==> src/rtl/dl_ram_writer_if.sv <==
// Bus between the download engine, the download RAM writer and the RAM controller's download port.
interface dl_ram_writer_if #(
  parameter int unsigned AW = 25
);
  logic          in_wr;
  logic [AW-1:0] in_addr;
  logic [7:0]    in_data;
  logic          ram_req;
  logic [AW-1:0] ram_addr;
  logic [7:0]    ram_dout;
  logic          ram_ack;
  logic          busy;
  logic          overflow;

  // Environment side: download engine strobes plus the RAM controller's ack
  modport master (
    output in_wr, in_addr, in_data, ram_ack,
    input  ram_req, ram_addr, ram_dout, busy, overflow
  );

  modport slave (
    input  in_wr, in_addr, in_data, ram_ack,
    output ram_req, ram_addr, ram_dout, busy, overflow
  );
endinterface

==> src/rtl/dl_ram_writer.sv <==
// Buffers download/erase byte writes in a small FIFO and replays them to the RAM download port via req/ack.
// Optional macro DL_RAM_WRITER_STATS_EN adds saturating wr_count/drop_count outputs.
module dl_ram_writer #(
  parameter int unsigned DEPTH = 8,
  parameter int unsigned AW    = 25
) (
  input  logic           clk,
  input  logic           reset,
  dl_ram_writer_if.slave bus
`ifdef DL_RAM_WRITER_STATS_EN
  ,
  output logic [23:0]    wr_count,
  output logic [15:0]    drop_count
`endif
);

  localparam int unsigned PW = $clog2(DEPTH);
  localparam int unsigned CW = PW + 1;

  typedef enum logic [1:0] {IDLE, REQ, GAP} state_t;

  state_t        state, state_n;
  logic [AW-1:0] addr_mem [DEPTH];
  logic [7:0]    data_mem [DEPTH];
  logic [PW-1:0] wr_ptr, rd_ptr;
  logic [CW-1:0] count, count_n;
  logic          push, pop, drop, load, ram_req_n;

  // FIFO push/pop/drop decisions; a pop frees a slot for a same-cycle push
  always_comb begin
    pop     = (state == REQ) && bus.ram_ack;
    push    = bus.in_wr && ((count < CW'(DEPTH)) || pop);
    drop    = bus.in_wr && !push;
    count_n = count;
    if (push && !pop) begin
      count_n = count + CW'(1);
    end else if (pop && !push) begin
      count_n = count - CW'(1);
    end
  end

  // Request sequencer; GAP forces a low phase between consecutive requests
  always_comb begin
    state_n = state;
    load    = 1'b0;
    case (state)
      IDLE: begin
        if (count != '0) begin
          state_n = REQ;
          load    = 1'b1;
        end
      end
      REQ: begin
        if (bus.ram_ack) begin
          state_n = GAP;
        end
      end
      GAP:     state_n = IDLE;
      default: state_n = IDLE;
    endcase
    ram_req_n = (state_n == REQ);
  end

  always_ff @(posedge clk) begin
    if (reset) begin
      state <= IDLE;
    end else begin
      state <= state_n;
    end
  end

  always_ff @(posedge clk) begin
    if (reset) begin
      wr_ptr       <= '0;
      rd_ptr       <= '0;
      count        <= '0;
      bus.ram_req  <= 1'b0;
      bus.ram_addr <= '0;
      bus.ram_dout <= '0;
      bus.busy     <= 1'b0;
      bus.overflow <= 1'b0;
    end else begin
      if (push) begin
        wr_ptr <= wr_ptr + PW'(1);
      end
      if (pop) begin
        rd_ptr <= rd_ptr + PW'(1);
      end
      count       <= count_n;
      bus.ram_req <= ram_req_n;
      if (load) begin
        bus.ram_addr <= addr_mem[rd_ptr];
        bus.ram_dout <= data_mem[rd_ptr];
      end
      bus.busy <= (count != '0) || bus.ram_req;
      if (drop) begin
        bus.overflow <= 1'b1;
      end
    end
  end

  // Storage needs no reset; the pointers and count define which slots are valid
  always_ff @(posedge clk) begin
    if (push) begin
      addr_mem[wr_ptr] <= bus.in_addr;
      data_mem[wr_ptr] <= bus.in_data;
    end
  end

`ifdef DL_RAM_WRITER_STATS_EN
  always_ff @(posedge clk) begin
    if (reset) begin
      wr_count   <= '0;
      drop_count <= '0;
    end else begin
      if (pop && (wr_count != '1)) begin
        wr_count <= wr_count + 24'd1;
      end
      if (drop && (drop_count != '1)) begin
        drop_count <= drop_count + 16'd1;
      end
    end
  end
`endif

endmodule

==> src/flat_wrapper.sv <==
// flat-port wrapper written by rule: the top's interface ports become plain ports
module dl_ram_writer_flat 
#(
  parameter int unsigned DEPTH = 8,
  parameter int unsigned AW    = 25
)
  (clk, reset, bus_in_wr, bus_in_addr, bus_in_data, bus_ram_ack, bus_ram_req, bus_ram_addr, bus_ram_dout, bus_busy, bus_overflow);
  dl_ram_writer_if #(.AW(AW)) bus_i ();
  input  logic clk;
  input  logic reset;
  input wire logic [$bits(bus_i.in_wr)-1:0] bus_in_wr;
  input wire logic [$bits(bus_i.in_addr)-1:0] bus_in_addr;
  input wire logic [$bits(bus_i.in_data)-1:0] bus_in_data;
  input wire logic [$bits(bus_i.ram_ack)-1:0] bus_ram_ack;
  output wire logic [$bits(bus_i.ram_req)-1:0] bus_ram_req;
  output wire logic [$bits(bus_i.ram_addr)-1:0] bus_ram_addr;
  output wire logic [$bits(bus_i.ram_dout)-1:0] bus_ram_dout;
  output wire logic [$bits(bus_i.busy)-1:0] bus_busy;
  output wire logic [$bits(bus_i.overflow)-1:0] bus_overflow;
  assign bus_i.in_wr = bus_in_wr;
  assign bus_i.in_addr = bus_in_addr;
  assign bus_i.in_data = bus_in_data;
  assign bus_i.ram_ack = bus_ram_ack;
  assign bus_ram_req = bus_i.ram_req;
  assign bus_ram_addr = bus_i.ram_addr;
  assign bus_ram_dout = bus_i.ram_dout;
  assign bus_busy = bus_i.busy;
  assign bus_overflow = bus_i.overflow;
  dl_ram_writer #(.DEPTH(DEPTH), .AW(AW)) u_core (.clk(clk), .reset(reset), .bus(bus_i));
endmodule
==> config.mk <==
export PLATFORM = sky130hd
export DESIGN_NAME = dl_ram_writer_flat
export DESIGN_NICKNAME = d
export VERILOG_FILES = /design/src/rtl/dl_ram_writer_if.sv /design/src/rtl/dl_ram_writer.sv /design/src/flat_wrapper.sv
export SDC_FILE = /design/constraint.sdc
export NUM_CORES = 1
export LEC_CHECK = 0
export CAP_MARGIN = 20
export CORE_MARGIN = 5
export CORE_UTILIZATION = 63
export DETAILED_ROUTE_END_ITERATION = 8
export GPL_TIMING_DRIVEN = 1
export PLACE_DENSITY_LB_ADDON = 0.3
export SYNTH_ARGS = -nofsm -noshare
export SYNTH_HDL_FRONTEND = slang
export SYNTH_SLANG_ARGS = --single-unit
==> constraint.sdc <==
create_clock -name clk -period 11.55 [get_ports clk]
set_input_delay 1.155 -clock clk [delete_from_list [all_inputs] [get_ports clk]]
set_output_delay 1.155 -clock clk [all_outputs]
set_load 0.005 [all_outputs]
==> impl_metrics.toml, run 1 <==
[logic_synthesis]
synth_edf_count = 264
yosysMostFrequentCell = "edfxtp_1"
syn-num-nets = 620
ys_ff_latch = 312
synth_cells = 577
synthSimpleGateAreaFrac_pct = 7.36
syn_area_per_cell_um2 = 20.7
ys_async_sr_fraction_pct = 0
yosys-top-cells-area = "edfxtp_1, mux4_2, dfxtp_1"
synth_fa_ha_area_share_pct = 0.692
muxShareOfSynthArea_pct = 12.8
ys_seq_area_share_pct = 74.5
synth_cell_types = 38
synth_top_area_share_pct = 66.4
syn-cell-area_mm2 = 0.0119
synth.largest_area_cell = "edfxtp_1"
synthFlopType = "edfxtp_1"
synth_xor_area_share_pct = 0.294
synth_warnings = 0
yosys-top-cells-count = "edfxtp_1, mux4_2, dfxtp_1, o22ai_1"
synth_top_family_by_area = "multiplexers"
synth-compound-area-share_pct = 2.33

[cells_and_area]
nets = 704
drive_gt1_share_pct = 28.9
finalNonFillerCells = 919
antenna_cells = 0
syn_to_final_growth_pct = 15.5

[worst_setup_path]
crit_path_top_delay_cell = "nor3_2"
r2r_slack_ps = 8470
critical_path_buf_inv_count = 3
cp.arrival_ps = 3990
cp.depth = 8
critical-path-top-delay-family = "simple AND/OR/NAND/NOR gates"
r2r_cells = 7
r2r_start = "u_core.state[1]"
required_ps = 11750
r2r-end = "u_core.addr_mem[4][14]"
critPathLaunch = "bus_ram_ack"
cp-start-kind = "primary input"
critPathMostFrequentCell = "nand2_1"
cp-endpoint = "u_core.addr_mem[4][14]"
path_max_fanout = 24
criticalPathCategory = "primary input to register"
slowest_delay_ps = 740
end_kind = "register"
crit_chain = "clkdlybuf4s50_1 > nand3b_1 > nand2_1 > nand2_1 > inv_2 > nand2_1 > nor3_2 > buf_4"

[floorplan]
dieArea_mm2 = 0.0218
core-area_mm2 = 0.0187
die_x_um = 148
start_util_pct = 63.8
num_io_pins = 73
dieHeight_um = 148
row_count = 50

[sta]
final.min_clock_period_ps = 3790
timing.final.crit_share_pct = 32.8
worst_pin_slew_ps = 1070
finalSetupTns_ps = 0
hold_viol = 0
maxSlewViolCount = 0
fmax_ghz = 0.264
finalSetupViolations = 0
clock_skew_ps = 14.0
rsz0062_at_grt = "no"
relSlewSlack_pct = 28.2

[clock_tree]
clkLatencyLatePin_ps = 540
clkTransAtPathRegs_ps = 60
cts-hold-fix-buffers = 0
clock_sinks = 312
cts_buffers = 30
cts_tree = "yes"
cts-root-buf = "clkbuf_16"
postCtsSetupBuffers = 0
htreeDepth = 1
cts_resized = 0
clockBufferDepth = 3

[global_route]
grt_pass1_vias = 6015
grt_usage_pct = 21.3
antenna_found_initial = 0
grt_max_degree = 69
gr-total-overflow = 0
grt_pass1_wl_mm = 35.1

[min_path]
hold_path.class = "register to register"

[detailed_routing]
routed_wl_mm = 22.8
via_count = 5778
ant_nets = 0
drc = 0
routedWlPerCell_um = 24.8
drt_pre_antenna_iters = 5
vias_per_cell = 6.29
first_iter_violations = 560

[outcome]
status = "finished, final reports clean"

[power_and_ir_drop]
total_power_uw = 3150
p_leak_uw = 0.00437
power.density_mw_per_mm2 = 229
peakVddDrop_uv = 201

[placed_design]
dp_cells = 863
gp_congestion = 0.710
port_buffers = 72
hpwl_mm = 12.4

[job]
max_cap_viol_count = 0
worst min-delay path by stage:
stage,from,end,depth (start not counted)
after floorplan,u_core.state[1],u_core.bus.ram_req,1
after global placement,u_core.state[1],u_core.state[0],1
after detailed placement,u_core.state[1],u_core.state[0],1
after CTS,u_core.state[1],u_core.state[0],1
after global routing,u_core.state[1],u_core.state[0],1
final,u_core.state[1],u_core.state[0],1
area by class of cell:
type,count,area [um^2]
Fill cell,1039,4920
Timing Repair Buffer,84,806
Sequential cell,312,8890
Multi-Input combinational cell,230,2850
Tap cell,234,293
Clock inverter,13,90.1
Inverter,3,11.3
Clock buffer,43,841
per-stage QoR:
step | util [%] | hold slack [ps] | setup slack [ps] | instance area, um^2
5_1_grt | 73.7 | 520 | 7550 | 13800
3_5_place_dp | 68.7 | 479 | 7240 | 12900
2_1_floorplan | - | 432 | 6280 | 11900
6_report | 73.7 | 484 | 7760 | 13800
3_3_place_gp | 68.7 | 448 | 7420 | 12900
4_1_cts | 73.7 | 480 | 7760 | 13800
worst reg2reg max path, cell delays in order, from the launching register on:
cell	delay, ps
dfxtp_1	330
nand3b_1	370
nand2_1	160
nand2_1	210
inv_2	190
nand2_1	230
nor3_2	750
buf_4	490
routing by layer:
layer	track usage (%)	routed length, um
met1	28.7	8980
met2	37.1	12200
met3	3.31	1300
met4	5.22	337
met5	0	0
cells in the final DEF (no fill, tap or decap), types with 3 or more instances in the layout:
cell type,count
nor2_1,20
nor3_2,34
edfxtp_1,264
nor3_1,3
a21oi_1,4
clkbuf_1,10
nor2_4,33
clkdlybuf4s50_1,71
clkinv_2,9
mux2i_1,3
ha_1,5
o22ai_1,33
nand2b_1,3
buf_4,12
dfxtp_1,46
nand2_1,4
clkbuf_16,31
mux4_2,66
kinds of logic after synthesis:
family          after synthesis
fa+ha+maj                     6
simple gates                106
buf+inv                      35
flops                       312
compound gates               44
mux                          70
xor+xnor                      4
registers in the layout, summed over array words and instances (netlist names):
name,count
u_core.addr_mem,200
u_core.bus.busy,1
u_core.bus.overflow,1
u_core.count,4
u_core.data_mem,64
u_core.bus.ram_addr,25
u_core.state,2
u_core.bus.ram_dout,8
u_core.bus.ram_req,1
u_core.rd_ptr,3
u_core.wr_ptr,3
power by group:
part	total [uW]	internal, uW	switching [uW]
Combinational	787	373	413
Sequential	1450	1350	97.8
Clock	912	527	385
No activity file was read; power rests on OpenSTA's default activity.
==> inputs of run 2 (changes only) <==
CORE_UTILIZATION = 53   (was 63)
clock period = 3.1 ns   (was 11.55 ns; I/O delays follow)
==> impl_metrics.toml, run 2 (synthesis results as in run 1) <==
[clock_tree]
htreeDepth = 1
cts-hold-fix-buffers = 0
clkTransAtPathRegs_ps = 60
clkLatencyLatePin_ps = 540
cts_resized = 0
cts-root-buf = "clkbuf_16"
cts_tree = "yes"
clock_sinks = 312
cts_buffers = 31
postCtsSetupBuffers = 0
clockBufferDepth = 3

[floorplan]
start_util_pct = 53.2
row_count = 55
num_io_pins = 73
dieHeight_um = 160
dieArea_mm2 = 0.0256
core-area_mm2 = 0.0224
die_x_um = 160

[cells_and_area]
final_cell_mix = "edfxtp_1, clkdlybuf4s50_1, mux4_2"
mostFrequentLayoutCell = "edfxtp_1"
finalNonFillerCells = 979
fillerInstances = 1546
nets = 714
stdcell_area_mm2 = 0.0141
top_register = "u_core.addr_mem"
drive_gt1_share_pct = 29.3
antenna_cells = 0
largest_reg_flops = 200
top_regs = "u_core.addr_mem (200), u_core.data_mem (64), u_core.bus.ram_addr (25)"
syn_to_final_growth_pct = 18.1

[detailed_routing]
vias_per_cell = 5.83
first_iter_violations = 314
routedWlPerCell_um = 23.2
drc = 0
drt_pre_antenna_iters = 5
via_count = 5709
ant_nets = 0
routed_wl_mm = 22.7

[sta]
clock_skew_ps = 15.2
relSlewSlack_pct = 33.0
fmax_ghz = 0.416
maxSlewViolCount = 0
worst_pin_slew_ps = 1010
timing.final.crit_share_pct = 77.5
rsz0062_at_grt = "no"
finalSetupViolations = 0
finalSetupTns_ps = 0
final.min_clock_period_ps = 2400
hold_viol = 0
fin_ws_ps = 697

[power_and_ir_drop]
peakVddDrop_uv = 597
p_leak_uw = 0.00447
total_power_uw = 12000
pwr-share-seq_pct = 44.8
combinationalPowerShare_pct = 24.6
power.density_mw_per_mm2 = 855
p_switching_uw = 3330
internal-power_uw = 8720
clkPwrFrac_pct = 30.6
switching_share_pct = 27.6

[worst_setup_path]
criticalPathCategory = "register to register"
r2r_cells = 11
cp-start-kind = "register"
required_ps = 3530
cp.arrival_ps = 2830
end_kind = "register"
path_max_fanout = 6

[placed_design]
port_buffers = 72
gp_congestion = 0.782
pre_cts_slack_ps = 291
hpwl_mm = 13.8
postPlaceCellArea_mm2 = 0.0131
dp_cells = 923

[global_route]
grt_usage_pct = 18.1
grt_pass1_wl_mm = 36.2
gr-total-overflow = 0
grt_pass1_vias = 6278
antenna_found_initial = 0
grt_max_degree = 34

[min_path]
hold_path.class = "primary input to register"
holdPathStages = 2

[job]
max_cap_viol_count = 0

[outcome]
status = "finished, final reports clean"
run 2: metal layers:
metal	track usage [%]	vias to the layer above	share of wire [%]
li1	-	2528	-
met1	24.0	2994	40
met4	4.77	0	1.7
met5	0	-	0
met2	31.9	153	53
met3	2.68	34	5.0
run 2: power groups by stage:
stage,registers (uW),logic (uW),clock network (uW)
floorplan,5420,2160,0
global placement,5450,2940,0
detailed placement,5490,3020,0
CTS,5410,3030,3760
global route,5460,3230,3940
finish,5400,2960,3690
run 2: final timing paths:
check                               from                     end  slack [ps]
setup / recovery         u_core.state[1]         u_core.count[3]         700
setup reg to reg         u_core.state[1]         u_core.count[3]         700
hold reg to reg   u_core.bus.ram_dout[7]  u_core.bus.ram_dout[7]         490
hold / removal                     reset        u_core.rd_ptr[0]         330
run 2: layout make-up:
class | count | area, um^2 | share of cell area, %
clock buffer | 42 | 817 | 5.80
clock inverter | 14 | 189 | 1.34
inverter | 3 | 11.3 | 0.0799
multi-input combinational | 230 | 2870 | 20.3
sequential | 312 | 8890 | 63.1
tap | 285 | 357 | 2.53
timing repair buffer | 93 | 961 | 6.82
run 2: worst max-delay path: stages (launching register included):
cell,delay [ps]
dfxtp_1,330
nand3b_1,190
nand2_1,90
nand2_1,100
inv_2,130
ha_1,190
inv_1,110
ha_1,360
a21oi_1,190
a211oi_1,100
a31oi_1,170
mux2_1,330
run 2: stage by stage:
| stage | util (%) | hold slack (ps) |
|---|---|---|
| 3_5_place_dp | 58.3 | 471 |
| 3_3_place_gp | 58.3 | 451 |
| 4_1_cts | 62.8 | 316 |
| 6_report | 62.8 | 327 |
| 2_1_floorplan | - | 409 |
| 5_1_grt | 62.8 | 345 |
==> inputs of run 3 (changes only) <==
clock period = 2.2 ns   (was 3.1 ns; I/O delays follow)
==> impl_metrics.toml, run 3 (synthesis results as in run 1) <==
[outcome]
status = "finished, violations left"
violations = "setup timing"

[worst_setup_path]
cp-start-kind = "register"
slowest_delay_ps = 340
criticalPathCategory = "register to register"
crit_path_top_delay_cell = "mux2_1"
end_kind = "register"
path_max_fanout = 4
required_ps = 2620
crit_chain = "nand3b_1 > nand2_2 > nand2_4 > inv_4 > ha_4 > inv_4 > ha_4 > nand3_2 > a211oi_2 > a31oi_1 > mux2_1"
cp.arrival_ps = 2630

[cells_and_area]
mostFrequentLayoutCell = "edfxtp_1"
final_cell_mix = "edfxtp_1, clkdlybuf4s50_1, mux4_2"
top_register = "u_core.addr_mem"
antenna_cells = 0
syn_to_final_growth_pct = 21.5
drive_gt1_share_pct = 33.6
nets = 728
top_regs = "u_core.addr_mem (200), u_core.data_mem (64), u_core.bus.ram_addr (25)"
largest_reg_flops = 200

[sta]
timing.final.crit_share_pct = 100
finalSetupViolations = 1
maxSlewViolCount = 0
final.min_clock_period_ps = 2210
hold_viol = 0
relSlewSlack_pct = 64.4
clock_skew_ps = 8.08
fin_ws_ps = -6.08
worst_pin_slew_ps = 533
fmax_ghz = 0.453

[clock_tree]
clkTransAtPathRegs_ps = 60
cts-root-buf = "clkbuf_16"
clkLatencyLatePin_ps = 540
cts_buffers = 30
clockBufferDepth = 3
clock_sinks = 312
cts_tree = "yes"
htreeDepth = 1
cts-hold-fix-buffers = 0

[detailed_routing]
via_count = 5792
first_iter_violations = 418
routedWlPerCell_um = 22.8
drt_pre_antenna_iters = 4
vias_per_cell = 5.83
ant_nets = 0
routed_wl_mm = 22.6
drc = 0

[placed_design]
gp_congestion = 0.718
hpwl_mm = 13.3
pre_cts_slack_ps = -232
port_buffers = 72

[floorplan]
die_x_um = 160
row_count = 55
start_util_pct = 53.2
num_io_pins = 73
dieArea_mm2 = 0.0256
dieHeight_um = 160
core-area_mm2 = 0.0224

[global_route]
grt_pass1_wl_mm = 36.3
gr-total-overflow = 0
grt_use_met1_pct = 23.5
grt_pass1_vias = 6330
grt_max_degree = 41
grt.met2_usage_pct = 32.1
antenna_found_initial = 0
use_met3_pct = 2.86
grt_usage_pct = 18.0
top_usage_layer = "met2"

[job]
max_cap_viol_count = 0

[power_and_ir_drop]
peakVddDrop_uv = 710
total_power_uw = 17800
p_leak_uw = 0.00464
power.density_mw_per_mm2 = 1220

[min_path]
hold_path.class = "primary input to register"
## run 3: cell types whose count changed in the layout (fill, tap and decap cells not counted), sizes merged
cell / delta
clkinv: -1
buf: +15
clkinvlp: +1
clkbuf: -2
bufinv: +2
## run 3: layout make-up
type                            instances  area, um^2
Sequential cell                       312        8900
Fill cell                            1449        7930
Multi-Input combinational cell        230        2960
Timing Repair Buffer                  108        1170
Clock buffer                           40         850
Tap cell                              285         357
Clock inverter                         16         254
Inverter                                3        16.3
## run 3: per-layer routing
| metal | wire (um) | up-vias |
|---|---|---|
| li1 | - | 2562 |
| met1 | 9050 | 3055 |
| met2 | 12000 | 141 |
| met3 | 1170 | 34 |
| met4 | 379 | 0 |
| met5 | 0 | - |
## run 3: where the power goes
part | total [uW] | internal, uW | switching [uW]
Sequential | 7590 | 7110 | 484
Clock | 5600 | 3520 | 2080
Combinational | 4580 | 2260 | 2320
## run 3: worst paths after layout
check | from | end | slack, ps | cells past startpoint
setup / recovery | u_core.state[1] | u_core.count[3] | -6 | 11
hold / removal | reset | u_core.rd_ptr[0] | 20 | 2
hold reg to reg | u_core.state[1] | u_core.state[0] | 440 | 1
setup reg to reg | u_core.state[1] | u_core.count[3] | -6 | 11
## run 3: through the flow
stage	cells	util, %	hold WS, ps	TNS, ps	area (um^2)
2_1_floorplan	577	-	319	-11240	12100
3_3_place_gp	937	59.5	445	-181	13300
6_report	994	64.7	18.5	-6.08	14500
5_1_grt	994	64.7	31.4	-84.4	14500
4_1_cts	993	64.4	6.74	0	14400
3_5_place_dp	937	59.5	473	-278	13300
## run 3: worst max-delay path: cells and delay by family, from the launching register on
family,cells,cell delay (ps)
AOI/OAI and AO/OA,2,340
adders and majority gates,2,430
buffers and inverters,2,120
DFF,1,330
muxes,1,340
and+or+nand+nor,4,510
## run 3: repair_timing
| action | 4_1_cts | 5_1_grt |
|---|---|---|
| buffers inserted | 0 | 1 |
| endpoints found under the setup margin | 0 | 1 |
| gates resized for setup | 0 | 10 |
